## config.mk

```make
export PLATFORM = sky130hd
export DESIGN_NAME = mem_access
export DESIGN_NICKNAME = d
export VERILOG_FILES = /design/src/rtl/mem_access.sv
export SDC_FILE = /design/constraint.sdc
export NUM_CORES = 1
export LEC_CHECK = 0
export ABC_AREA = 1
export CORE_MARGIN = 5
export CORE_UTILIZATION = 35
export CTS_BUF_LIST = sky130_fd_sc_hd__clkbuf_2 sky130_fd_sc_hd__clkbuf_4 sky130_fd_sc_hd__clkbuf_8
export DETAILED_ROUTE_END_ITERATION = 8
export PLACE_DENSITY_LB_ADDON = 0.3
export RECOVER_POWER = 100
export SLEW_MARGIN = 0
export SYNTH_ARGS = -nofsm -noshare
export SYNTH_HDL_FRONTEND = slang
export SYNTH_SLANG_ARGS = --single-unit
```

## constraint.sdc

```tcl
create_clock -name I_CLOCK -period 3.91 [get_ports I_CLOCK]
set_clock_uncertainty 0.05 [all_clocks]
set_input_delay 0.782 -clock I_CLOCK [delete_from_list [all_inputs] [get_ports I_CLOCK]]
set_output_delay 0.782 -clock I_CLOCK [all_outputs]
set_load 0.005 [all_outputs]
```

## src/rtl/mem_access.sv

```systemverilog
// ---------------------------------------------------------------------------
// mem_access
//
// Memory-access pipeline stage. Consumes the execute-stage bundle and either
// passes it straight through to writeback (all non-memory opcodes, one edge)
// or performs an LDW/STW transaction on an external variable-latency data
// memory over a req/ack handshake. While a transaction is outstanding the
// stage raises O_MemStall to freeze the upstream pipeline. A watchdog counter
// aborts transactions the memory never acknowledges and sets a sticky error.
//
// All state advances on the FALLING edge of I_CLOCK. Reset is asynchronous and
// active-low.
//
// Parameters
//   REG_W    scalar register / memory data width
//   VREG_W   vector register width
//   OPC_W    opcode width
//   TIMEOUT  edges spent in WAIT without ack before abort (1..255)
//   OP_LDW   opcode encoding of the word load
//   OP_STW   opcode encoding of the word store
//
// Ports
//   I_CLOCK, I_RESET_N        clock (falling-edge active), async reset
//   I_LOCK                    upstream pipeline running
//   I_Opcode                  opcode from execute
//   I_ALUOut                  scalar result / effective address for LDW/STW
//   I_VALUOut                 vector result
//   I_DestRegIdx              destination register index
//   I_DestValue               store data for STW
//   I_FetchStall, I_DepStall  upstream bubble flags
//   D_ACK, D_RDATA            memory acknowledge and load data
//   D_REQ, D_WE, D_ADDR,      memory request, direction, address, store data;
//   D_WDATA                   all held stable while D_REQ=1
//   O_LOCK                    registered I_LOCK
//   O_Valid                   output bundle carries a real instruction
//   O_Opcode, O_DestRegIdx    opcode / destination index to writeback
//   O_Result                  load data for LDW, address for STW, else ALU
//   O_VResult                 vector result to writeback
//   O_MemStall                freeze upstream stages
//   O_MemError                sticky: a memory access timed out
// ---------------------------------------------------------------------------
module mem_access #(
   parameter int unsigned      REG_W   = 16,
   parameter int unsigned      VREG_W  = 64,
   parameter int unsigned      OPC_W   = 8,
   parameter int unsigned      TIMEOUT = 15,
   parameter logic [OPC_W-1:0] OP_LDW  = OPC_W'('h70),
   parameter logic [OPC_W-1:0] OP_STW  = OPC_W'('h71)
) (
   input  logic              I_CLOCK,
   input  logic              I_RESET_N,
   input  logic              I_LOCK,
   input  logic [OPC_W-1:0]  I_Opcode,
   input  logic [REG_W-1:0]  I_ALUOut,
   input  logic [VREG_W-1:0] I_VALUOut,
   input  logic [3:0]        I_DestRegIdx,
   input  logic [REG_W-1:0]  I_DestValue,
   input  logic              I_FetchStall,
   input  logic              I_DepStall,
   input  logic              D_ACK,
   input  logic [REG_W-1:0]  D_RDATA,
   output logic              D_REQ,
   output logic              D_WE,
   output logic [REG_W-1:0]  D_ADDR,
   output logic [REG_W-1:0]  D_WDATA,
   output logic              O_LOCK,
   output logic              O_Valid,
   output logic [OPC_W-1:0]  O_Opcode,
   output logic [3:0]        O_DestRegIdx,
   output logic [REG_W-1:0]  O_Result,
   output logic [VREG_W-1:0] O_VResult,
   output logic              O_MemStall,
   output logic              O_MemError
);

   // Watchdog counter is wide enough for the largest legal TIMEOUT (255).
   localparam int unsigned CNT_W = 8;
   localparam logic [CNT_W-1:0] CNT_LAST = CNT_W'(TIMEOUT - 1);

   typedef enum logic {
      ST_IDLE = 1'b0,
      ST_WAIT = 1'b1
   } state_e;

   // ------------------------------------------------------------------------
   // State and registered outputs
   // ------------------------------------------------------------------------
   state_e              state_q,   state_d;
   logic [CNT_W-1:0]    cnt_q,     cnt_d;
   logic                req_q,     req_d;
   logic                we_q,      we_d;
   logic [REG_W-1:0]    addr_q,    addr_d;
   logic [REG_W-1:0]    wdata_q,   wdata_d;
   logic                lock_q,    lock_d;
   logic                valid_q,   valid_d;
   logic [OPC_W-1:0]    opcode_q,  opcode_d;
   logic [3:0]          idx_q,     idx_d;
   logic [REG_W-1:0]    result_q,  result_d;
   logic [VREG_W-1:0]   vresult_q, vresult_d;
   logic                stall_q,   stall_d;
   logic                error_q,   error_d;

   // ------------------------------------------------------------------------
   // Decoded inputs
   // ------------------------------------------------------------------------
   logic accept;     // upstream presents a real instruction this edge
   logic is_mem;     // presented opcode needs the data memory
   logic is_store;
   logic timeout;    // last WAIT edge the watchdog allows

   assign accept   = I_LOCK && !I_FetchStall && !I_DepStall;
   assign is_store = (I_Opcode == OP_STW);
   assign is_mem   = (I_Opcode == OP_LDW) || is_store;
   assign timeout  = (cnt_q == CNT_LAST);

   // ------------------------------------------------------------------------
   // Process 1: state register (falling edge, async active-low reset)
   // ------------------------------------------------------------------------
   // NOTE: sequential state uses non-blocking assignments so every register
   // samples the pre-edge values, independent of statement order.
   always_ff @(negedge I_CLOCK or negedge I_RESET_N) begin
      if (!I_RESET_N) begin
         state_q   <= ST_IDLE;
         cnt_q     <= '0;
         req_q     <= 1'b0;
         we_q      <= 1'b0;
         addr_q    <= '0;
         wdata_q   <= '0;
         lock_q    <= 1'b0;
         valid_q   <= 1'b0;
         opcode_q  <= '0;
         idx_q     <= '0;
         result_q  <= '0;
         vresult_q <= '0;
         stall_q   <= 1'b0;
         error_q   <= 1'b0;
      end else begin
         state_q   <= state_d;
         cnt_q     <= cnt_d;
         req_q     <= req_d;
         we_q      <= we_d;
         addr_q    <= addr_d;
         wdata_q   <= wdata_d;
         lock_q    <= lock_d;
         valid_q   <= valid_d;
         opcode_q  <= opcode_d;
         idx_q     <= idx_d;
         result_q  <= result_d;
         vresult_q <= vresult_d;
         stall_q   <= stall_d;
         error_q   <= error_d;
      end
   end

   // ------------------------------------------------------------------------
   // Process 2: next-state logic
   // ------------------------------------------------------------------------
   // NOTE: every combinational output gets a default before any branch, so no
   // path leaves it unassigned and no latch is inferred.
   always_comb begin
      state_d = state_q;
      case (state_q)
         ST_IDLE: begin
            if (accept && is_mem) state_d = ST_WAIT;
         end
         ST_WAIT: begin
            if (D_ACK || timeout) state_d = ST_IDLE;
         end
         default: state_d = ST_IDLE;
      endcase
   end

   // ------------------------------------------------------------------------
   // Process 3: next values of the registered outputs and datapath
   // ------------------------------------------------------------------------
   // Everything holds unless a branch says otherwise; only O_LOCK follows its
   // input on every edge.
   always_comb begin
      cnt_d     = cnt_q;
      req_d     = req_q;
      we_d      = we_q;
      addr_d    = addr_q;
      wdata_d   = wdata_q;
      lock_d    = I_LOCK;
      valid_d   = valid_q;
      opcode_d  = opcode_q;
      idx_d     = idx_q;
      result_d  = result_q;
      vresult_d = vresult_q;
      stall_d   = stall_q;
      error_d   = error_q;

      case (state_q)
         ST_IDLE: begin
            // A bubble (or a late ack left over from an abort) produces no
            // output; only O_Valid drops.
            valid_d = 1'b0;
            if (accept) begin
               opcode_d = I_Opcode;
               idx_d    = I_DestRegIdx;
               if (is_mem) begin
                  // Address, direction and store data are captured once here
                  // and stay frozen for the whole request.
                  req_d   = 1'b1;
                  we_d    = is_store;
                  addr_d  = I_ALUOut;
                  wdata_d = I_DestValue;
                  stall_d = 1'b1;
                  cnt_d   = '0;
               end else begin
                  result_d  = I_ALUOut;
                  vresult_d = I_VALUOut;
                  valid_d   = 1'b1;
               end
            end
         end

         ST_WAIT: begin
            // Upstream inputs are not looked at here; the pipeline ahead is
            // frozen by O_MemStall.
            if (D_ACK) begin
               req_d    = 1'b0;
               stall_d  = 1'b0;
               valid_d  = 1'b1;
               // A store reports its address as the result.
               result_d = (opcode_q == OP_LDW) ? D_RDATA : addr_q;
            end else if (timeout) begin
               // Abort: the instruction is dropped and the error latches
               // until reset.
               req_d   = 1'b0;
               stall_d = 1'b0;
               valid_d = 1'b0;
               error_d = 1'b1;
            end else begin
               cnt_d = cnt_q + 1'b1;
            end
         end

         default: ;
      endcase
   end

   // ------------------------------------------------------------------------
   // Outputs
   // ------------------------------------------------------------------------
   assign D_REQ        = req_q;
   assign D_WE         = we_q;
   assign D_ADDR       = addr_q;
   assign D_WDATA      = wdata_q;
   assign O_LOCK       = lock_q;
   assign O_Valid      = valid_q;
   assign O_Opcode     = opcode_q;
   assign O_DestRegIdx = idx_q;
   assign O_Result     = result_q;
   assign O_VResult    = vresult_q;
   assign O_MemStall   = stall_q;
   assign O_MemError   = error_q;

endmodule

```

Yosys cells after proc, flatten, opt, wreduce, memory -nomap -nowiden
Cells that the tools add are included.
{"block": "classes", "mux": 22, "n_addsub": 1, "n_bitwise": 3, "n_eq_ne": 11, "n_reduce_logical": 14}
{"operator": "2-to-1 mux 16 bit", "count": 4}
{"operator": "2-to-1 mux 8 bit", "count": 4}
{"operator": "case mux 16 bit (2 select lines)", "count": 1}
{"operator": "== test 8 x 7 -> 1 bit (second input constant)", "count": 3}
{"operator": "case mux 8 bit (2 select lines)", "count": 1}
{"operator": "AND reduction 3 bit", "count": 5}
{"operator": "inequality test 2 bit (second input constant)", "count": 6}
{"operator": "2-to-1 mux 1 bit", "count": 9}
{"operator": "adder 8 x 1 -> 8 bit (second input constant)", "count": 1}
{"operator": "== test 8 x 4 -> 1 bit (second input constant)", "count": 1}
{"operator": "case mux 1 bit (2 select lines)", "count": 3}
{"operator": "AND reduction 4 bit", "count": 1}
{"operator": "logical AND 1 bit", "count": 3}
{"operator": "inequality test 3 x 2 -> 1 bit (second input constant)", "count": 1}
{"operator": "NOT 1 bit", "count": 3}
{"operator": "logical NOT 1 bit", "count": 2}
{"operator": "logical OR 1 bit", "count": 2}
{"operator": "AND reduction 2 bit", "count": 1}
{"block": "totals", "inputBits": 130, "wordCells": 64, "out_inout_bits": 130, "ff_bits": 138}

Logic depth before layout (Yosys ltp)
Gate-level depths: netlist of the first run.
{"block": "logic_depth", "depth_word": 6, "depth_mapped": 10, "depth_no_buf": 9}

==> summary.md, run 1 <==
| Metric | Value |
|---|---|
| Run status | `finished clean` |
| Total cell area at the placement stage | `0.009261 mm^2` |
| P&R area growth vs syn | `57.69%` |
| Wire length of the first global-routing pass | `32460 um` |
| CP Launch Type | `input port` |
| Switching share of power | `0.2828` |
| Kind of path behind the tightest hold check | `flip-flop to flip-flop` |
| Clock latency at the later pin of the worst-skew pair | `0.39 ns` |
| Die outline height | `143.1 um` |
| Number of nets in the layout | `~1200` |
| Congestion Overflow GR | `0` |
| Met3 capacity usage during global routing | `0.07200` |
| Filler cell count in the final layout | `1644` |
| Post-detailed-placement half-perimeter wirelength | `14400 um` |
| Max incr delay on CP | `0.23 ns` |
| Count of state elements after synthesis | `138` |
| All-layer global routing usage | `0.2020` |
| Clock-pin transition on the worst setup and hold timing paths | `0.06 ns` |
| Post-detailed-routing wire length | `20790 um` |
| Critical path capture point type | `flip-flop` |
| Switching Power | `1.027 mW` |
| Number of nets still failing antenna checks after routing | `0` |
| Routed via count | `6073` |
| Antenna violations before repair | `1` |
| Routed length per instance | `15.88 um` |
| Critical Path, Cell by Cell | `dlygate4sd2_1 > clkinv_1 > nand3_2 > nor2_4 > buf_12 > nand2_8 > clkbuf_4 > o21ai_1 > inv_1` |
| Register share of total power | `0.472` |
| CTS tree | `done` |
| Final std cell area, no fill | `0.009784 mm^2` |
| # clock sinks | `around 140` |
| GPL Wtd Cong | `0.7775` |
| Clock network power share | `0.328` |
| CP Data Arrival Time | `2.12 ns` |
| Initial core utilization | `0.3575` |
| Synthesized area per cell | `8.132 um^2` |
| Internal power | `approximately 2.6 mW` |
| Crit Path Category | `input port to flip-flop` |
| Std cell rows | `48` |
| Via count of the first global-routing pass | `between 6000 and 7000` |
| Core area | `around 0.017 mm^2` |
| Remaining max-slew budget at the tightest pin | `0.3835` |
| Overall die width | `around 140 um` |
| CP top delay family | `buffers and inverters` |
| Violation count after the first detailed-routing iteration | `256` |
| Total power density per cell area | `roughly 370 mW/mm^2` |
| Count of TritonRoute iterations in the first routing pass | `5` |
| Count of mapped cells out of synthesis | `763` |
| Post-synthesis sequential area ratio | `0.5566` |
| Die Outline Area | `between 0.02 and 0.025 mm^2` |
| Post-layout utilization of the core | `0.5637` |
| Total leakage power | `between 5 and 6 nW` |
| Count of maximum capacitance violations | `0` |
| GR Layer Usage met2 | `0.3202` |
| Global-route met1 utilization | `0.2575` |
| Most used routing layer | `met2` |
| Synth Warn # | `0` |
| DRC violations left | `0` |
| Maximum number of pins on one net before global-route repair | `49` |
| Least-Margin Pin Slew | `0.9248 ns` |
| Share of layout cells above drive strength 1 | `0.1274` |
| Root buffer selected by CTS | `clkbuf_8` |
| Final setup violation count | `0` |
| Worst supply voltage drop on vdd | `204.3 uV` |
| Number of buffer and inverter instances along the worst setup path | `5` |
| Maximum fanout along the worst path | `7` |
| Total of buffers placed on input and output ports | `259` |
| Number of distinct library cell variants in the gate-level netlist after synthesis | `27` |
| Max Slew Vio Count | `0` |
| Number of buffers on the longest clock path | `2` |
| Drt via density | `about 4.6` |
| CTS Buf Count | `17` |
| Number of endpoints with negative hold slack in the final report | `0` |
| Comb power frac | `0.200` |
| Count of H-tree levels built during CTS | `4` |
| Synthesized cell area | `just over 0.006 mm^2` |
| Data required time of the worst path | `approximately 2.2 ns` |
| Number of placed I/O pins | `260` |
| Cell with the largest stage delay on the worst path | `dlygate4sd2_1` |
| Cts hold-fix bufs | `0` |
| Syn nets | `around 900` |
## power groups by stage
stage	Sequential [mW]	Clock, mW	Combinational [mW]
finish	1.71	1.19	0.727
global placement	1.74	0	0.821
CTS	1.72	1.22	0.735
global route	1.74	1.29	0.808
floorplan	1.75	0	0.202
detailed placement	1.74	0	0.827
## cells by family after synthesis
group	after synthesis	share of synthesized area
AND/OR/NAND/NOR	477	0.3188
multiplexers	9	0.01633
flip-flops	138	0.5566
adder cells (fa/ha/maj)	2	0.004032
XOR/XNOR	2	0.002824
buffers and inverters	108	0.07885
AO/OA/AOI/OAI	27	0.02258
## worst register-to-register path, delay by kind of cell, from the launching register on
kind / cells / cell delay [ns]
buffers and inverters: 1 / 0.44
AO/OA/AOI/OAI: 1 / 0.06
flip-flops: 1 / 1.01
AND/OR/NAND/NOR: 3 / 0.63
## placed cells by master (no fill, tap or decap), types with 5 or more instances in the layout
master           synthesis  layout
nor2_2                   2       5
o21ai_2                  0       6
mux2_2                   9       8
clkdlybuf4s50_1          0     118
buf_6                    3       5
clkbuf_8                 0      17
inv_1                   64      62
o21ai_0                 11       8
nand2_1                256     253
o21ai_1                 12       9
buf_4                    9      45
nand3_1                110     108
dfrtn_1                138     138
buf_12                   0       6
clkbuf_2                 1      10
dlygate4sd2_1            0      97
clkbuf_1                 7      13
nor2_1                  98      94
clkdlybuf4s15_1          0      26
## sequential cells by signal, summed over array words and instances (netlist names)
register and count:
O_VResult 64, D_ADDR 16, D_WDATA 16, O_Result 16, O_Opcode 8, cnt_q 8
O_DestRegIdx 4, D_WE 1, O_LOCK 1, O_MemError 1, O_MemStall 1, O_Valid 1
state_q 1
## worst paths after layout
path,from,to,slack [ns],cells past startpoint
min,D_WDATA[11],D_WDATA[11],0.36,2
min in group asynchronous,I_RESET_N,O_Result[9],2.28,1
max,I_FetchStall,D_ADDR[5],0.03,9
max reg2reg,state_q,cnt_q[4],1.56,5
max in group asynchronous,I_RESET_N,D_ADDR[1],0.35,2
min reg2reg,D_WDATA[11],D_WDATA[11],0.36,2
## what timing repair did
item                                    CTS  global route
hold endpoints to repair                  0             0
gates cloned                              4             2
setup buffers                            18             8
endpoints found under the setup margin  258            83
pin swaps                                 5             5
gates resized for setup                 175            58
## cell type report
type | instances | area [um^2] | share of cell area
antenna | 1 | 2.502 | 0.0002558
clock inverter | 15 | 165.2 | 0.01688
inverter | 66 | 247.7 | 0.02532
multi-input combinational | 517 | 2359 | 0.2410
tap | 225 | 281.5 | 0.02877
clock buffer | 17 | 234.0 | 0.02391
sequential | 138 | 3453 | 0.3529
timing repair buffer | 330 | 3042 | 0.3109
## synth_stat cells
cell type	count	area (um^2)
a41o_1	1	10.01
ha_1	2	25.02
nand4_1	1	6.260
buf_4	9	67.56
nor2_1	98	367.9
nor3_1	2	10.01
nor2_4	2	22.52
nand2_4	1	11.26
o21ai_0	11	55.05
nor3b_1	1	7.510
inv_2	2	7.510
buf_2	21	105.1
xor2_1	2	17.52
inv_1	64	240.2
dfrtn_1	138	3453
nand3_2	1	10.01
o21ai_1	12	60.06
buf_1	1	3.750
nand3_1	110	550.5
a21oi_1	3	15.01
mux2_2	9	101.4
clkbuf_2	1	5.000
buf_6	3	33.78
nand2_2	3	18.77
nor2_2	2	12.51
clkbuf_1	7	26.28
nand2_1	256	960.9
## metrics by stage
stage,worst slack (ns),TNS (ns),cells,power [mW],hold slack [ns]
floorplan,0.1449,0,763,1.952,0.3707
global placement,-0.4881,-57.24,1244,2.564,0.3635
detailed placement,-0.5491,-61.66,1244,2.572,0.3685
CTS,0.0004019,0,1298,3.674,0.3654
global route,-0.01857,-0.05080,1309,3.839,0.3752
finish,0.02808,0,1309,3.630,0.3616
## layer usage
layer	routed length [um]	vias to the layer above
met1	8301	2837
met2	9943	216
met3	2122	27
li1	-	2993
met4	418	0
met5	0	-
No activity file was read; power rests on OpenSTA's default activity.
==> inputs of run 2 (changes only) <==
Settings changed: ABC_AREA 1 to 0.
==> summary.md, run 2 <==
| Metric | Value |
|---|---|
| Wire length of the first global-routing pass | `29920 um (was 32460 um)` |
| End of the worst hold path | `D_WDATA[13] (was D_WDATA[11])` |
| Count of TritonRoute iterations in the first routing pass | `4 (was 5)` |
| Placed Cells | `961 (was 1244)` |
| Clock-pin transition on the worst setup and hold timing paths | `0.05 ns (was 0.06 ns)` |
| Syn nets | `624 (was 895)` |
| Clock latency at the later pin of the worst-skew pair | `0.40 ns (was 0.39 ns)` |
| Data required time of the worst path | `2.14 ns (was 2.15 ns)` |
| Congestion Overflow GR | `0 (unchanged)` |
| Routed via count | `4905 (was 6073)` |
| Least-Margin Pin Slew | `0.9814 ns (was 0.9248 ns)` |
| Violation count after the first detailed-routing iteration | `213 (was 256)` |
| Drt via density | `4.804 (was 4.639)` |
| Maximum number of pins on one net before global-route repair | `40 (was 49)` |
| Hold slack final | `0.3655 ns (was 0.3616 ns)` |
| Main synth FF type | `dfrtn_1 (unchanged)` |
| Core area | `0.01600 mm^2 (was 0.01736 mm^2)` |
| Die outline height | `138.3 um (was 143.1 um)` |
| Async set-or-reset flop fraction in the synthesized netlist | `1.000 (unchanged)` |
| Number of distinct library cell variants in the gate-level netlist after synthesis | `36 (was 27)` |
| Share of layout cells above drive strength 1 | `0.2509 (was 0.1274)` |
| Overall die width | `138.3 um (was 143.1 um)` |
| Flop-to-flop setup slack | `1.57 ns (was 1.56 ns)` |
| CTS tree | `done (unchanged)` |
| Sum of internal, switching and leakage power | `3.834 mW (was 3.630 mW)` |
| Post-synthesis sequential area ratio | `0.5999 (was 0.5566)` |
| Total leakage power | `4.612 nW (was 5.031 nW)` |
| Number of cells on the worst hold path | `2 (unchanged)` |
| Post-detailed-placement half-perimeter wirelength | `13850 um (was 14400 um)` |
| Pre-CTS WS | `-0.7164 ns (was -0.5491 ns)` |
| Cell taking the most area after synthesis | `dfrtn_1 (unchanged)` |
| Count of antenna diodes in the layout | `0 (was 1)` |
| Maximum fanout along the worst path | `6 (was 7)` |
| Number of flip-flops under the largest register name | `64 (unchanged)` |
| Number of nets still failing antenna checks after routing | `0 (unchanged)` |
| Portion of synthesized cell area occupied by the leading cell type | `0.5999 (was 0.5566)` |
| P&R area growth vs syn | `62.36% (was 57.69%)` |
| Crit Path Category | `input port to flip-flop (unchanged)` |
| CP top delay family | `buffers and inverters (unchanged)` |
| DRC violations left | `0 (unchanged)` |
| Max incr delay on CP | `0.30 ns (was 0.23 ns)` |
| Total of buffers placed on input and output ports | `259 (unchanged)` |
| Worst R2R Path Depth | `5 (unchanged)` |
| Count of H-tree levels built during CTS | `4 (unchanged)` |
| Synth area leaders | `dfrtn_1, mux2_2, nand2_1, o311a_1, o31ai_2 (was dfrtn_1, nand2_1, nand3_1, nor2_1, inv_1)` |
| Number of buffers on the longest clock path | `2 (unchanged)` |
| Via count of the first global-routing pass | `5246 (was 6095)` |
| Max Slew Vio Count | `0 (unchanged)` |
| Initial core utilization | `0.3598 (was 0.3575)` |
| CTS Buf Count | `17 (unchanged)` |
| Final setup margin | `0.02541 ns (was 0.02808 ns)` |
| Number of placed I/O pins | `260 (unchanged)` |
| Number of nets in the layout | `924 (was 1202)` |
| Kind of path behind the tightest hold check | `flip-flop to flip-flop (unchanged)` |
| Count of maximum capacitance violations | `0 (unchanged)` |
| Worst min-delay path startpoint | `D_WDATA[13] (was D_WDATA[11])` |
| # clock sinks | `138 (unchanged)` |
| Count of state elements after synthesis | `138 (unchanged)` |
| Antenna violations before repair | `0 (was 1)` |
| Remaining max-slew budget at the tightest pin | `0.3458 (was 0.3835)` |
| Die Outline Area | `0.01911 mm^2 (was 0.02049 mm^2)` |
| Std cell rows | `46 (was 48)` |
| All-layer global routing usage | `0.1973 (was 0.2020)` |
| Run status | `finished clean (unchanged)` |
| Critical Path, Cell by Cell | `dlygate4sd2_1 > and4b_1 > a21bo_4 > buf_6 > buf_16 > mux2_4 (was dlygate4sd2_1 > clkinv_1 > nand3_2 > nor2_4 > buf_12 > nand2_8 > clkbuf_4 > o21ai_1 > inv_1)` |
| Most repeated cell in the gate-level netlist after synthesis | `dfrtn_1 (was nand2_1)` |
| Final setup violation count | `0 (unchanged)` |
| Post-layout utilization of the core | `0.5841 (was 0.5637)` |
| Total power density per cell area | `410.2 mW/mm^2 (was 371.0 mW/mm^2)` |
| Top cells by count, synth | `dfrtn_1, nand2_1, mux2_2 (was nand2_1, dfrtn_1, nand3_1)` |
| Synthesized area per cell | `11.70 um^2 (was 8.132 um^2)` |
| Most frequent standard cell in the layout excluding fill and tap cells | `dfrtn_1 (was nand2_1)` |
| Number of enable flip-flop cells after synthesis | `0 (unchanged)` |
| Routed length per instance | `18.54 um (was 15.88 um)` |
| CP Data Arrival Time | `2.11 ns (was 2.12 ns)` |
| GPL Wtd Cong | `0.8146 (was 0.7775)` |
| Synth Warn # | `0 (unchanged)` |
| Synthesized cell area | `0.005757 mm^2 (was 0.006205 mm^2)` |
| Count of mapped cells out of synthesis | `492 (was 763)` |
| Number of buffer and inverter instances along the worst setup path | `3 (was 5)` |
| CP Launch Type | `input port (unchanged)` |
| Setup repair after global routing missed its margin | `yes` |
| Root buffer selected by CTS | `clkbuf_8 (unchanged)` |
| Capture point of the worst reg-to-reg path | `O_Result[7] (was cnt_q[4])` |
| Cell with the largest stage delay on the worst path | `mux2_4 (was dlygate4sd2_1)` |
| Worst supply voltage drop on vdd | `201.2 uV (was 204.3 uV)` |
| Number of endpoints with negative hold slack in the final report | `0 (unchanged)` |
| Most frequent cells in the layout | `dfrtn_1, clkdlybuf4s50_1, nand2_1 (was nand2_1, dfrtn_1, clkdlybuf4s50_1)` |
| Critical path capture point type | `flip-flop (unchanged)` |
| Count of placed standard cells in the final layout, fillers left out | `1021 (was 1309)` |
| Origin of the critical flop-to-flop path | `O_Opcode[0] (was state_q)` |
| Post-detailed-routing wire length | `18930 um (was 20790 um)` |
run 2: changes by cell type after synthesis, sizes merged, moves of 5 or more:
cell    change
nor2       -82
nand3      -94
inv        -47
nand2     -151
clkbuf     +18
o311a      +16
o31ai      +16
o21ai       -5
buf        -28
mux2       +67
run 2: how the worst max path moves through the flow:
stage / start / end / slack (ns) / depth (start not counted)
floorplan: I_DepStall / O_VResult[0] / -0.19 / 5
finish: I_Opcode[6] / O_VResult[44] / 0.03 / 6
CTS: O_MemStall / D_REQ / -0.01 / 2
global placement: I_Opcode[1] / O_VResult[13] / -0.69 / 6
detailed placement: I_DepStall / D_WDATA[11] / -0.72 / 7
global route: I_Opcode[2] / O_VResult[39] / -0.02 / 7
run 2: cell type report:
| cell class | instances | area (um^2) |
|---|---|---|
| fillers | 1352 | 6654 |
| flip-flops and latches | 138 | 3453 |
| repair buffers | 311 | 2899 |
| multi-input cells | 305 | 2207 |
| clock buffers | 25 | 306.5 |
| well taps | 216 | 270.3 |
| clock inverters | 7 | 138.9 |
| inverters | 19 | 71.32 |
run 2: worst min-delay path, cell delays in order, from the launching register on:
cell and delay (ns):
dfrtn_1 0.40, nand2_1 0.05, nand2_1 0.05
run 2: cells by family (layout without fill, tap and decap cells):
| logic type | count (synthesis) | count (layout) | synth area share |
|---|---|---|---|
| AND/OR/NAND/NOR | 163 | 165 | 0.1232 |
| buffers and inverters | 51 | 362 | 0.03564 |
| AO/OA/AOI/OAI | 57 | 57 | 0.08020 |
| multiplexers | 78 | 78 | 0.1521 |
| flip-flops | 138 | 138 | 0.5999 |
| XOR/XNOR | 3 | 3 | 0.004565 |
| adder cells (fa/ha/maj) | 2 | 2 | 0.004346 |
run 2: what timing repair did:
| item | CTS | global route |
|---|---|---|
| buffers inserted | 17 | 6 |
| hold buffers | 0 | 0 |
| pin swaps | 3 | 4 |
| gates cloned | 6 | 0 |
| setup endpoints to repair | 266 | 126 |
| resized for setup | 172 | 68 |
run 2: where the power goes:
part           total [mW]  internal, mW  switching [mW]
clock                1.30         0.772           0.532
combinational       0.788         0.484           0.304
sequential           1.74          1.64           0.103
total                3.83          2.89           0.939
run 2: layer usage:
layer  global-route usage  part of all wire  vias up
met5                    0                 0        -
met4              0.06760             0.023        0
met3              0.06931             0.068       26
met2               0.3263              0.49      206
met1               0.2408              0.42     2377
li1                     -                 -     2296
run 2: stage by stage:
| stage | instance area, um^2 | TNS [ns] |
|---|---|---|
| final | 9346 | 0 |
| after global routing | 9346 | -0.1197 |
| after floorplan | 5811 | -15.29 |
| after global placement | 8791 | -83.79 |
| after CTS | 9366 | -0.04535 |
| after detailed placement | 8791 | -83.29 |
==> inputs of run 3 (changes only) <==
Settings changed: CTS_CLUSTER_DIAMETER set to 200.
==> results of run 3 <==
The final DEF is identical to that of run 2; final timing and power are the same.
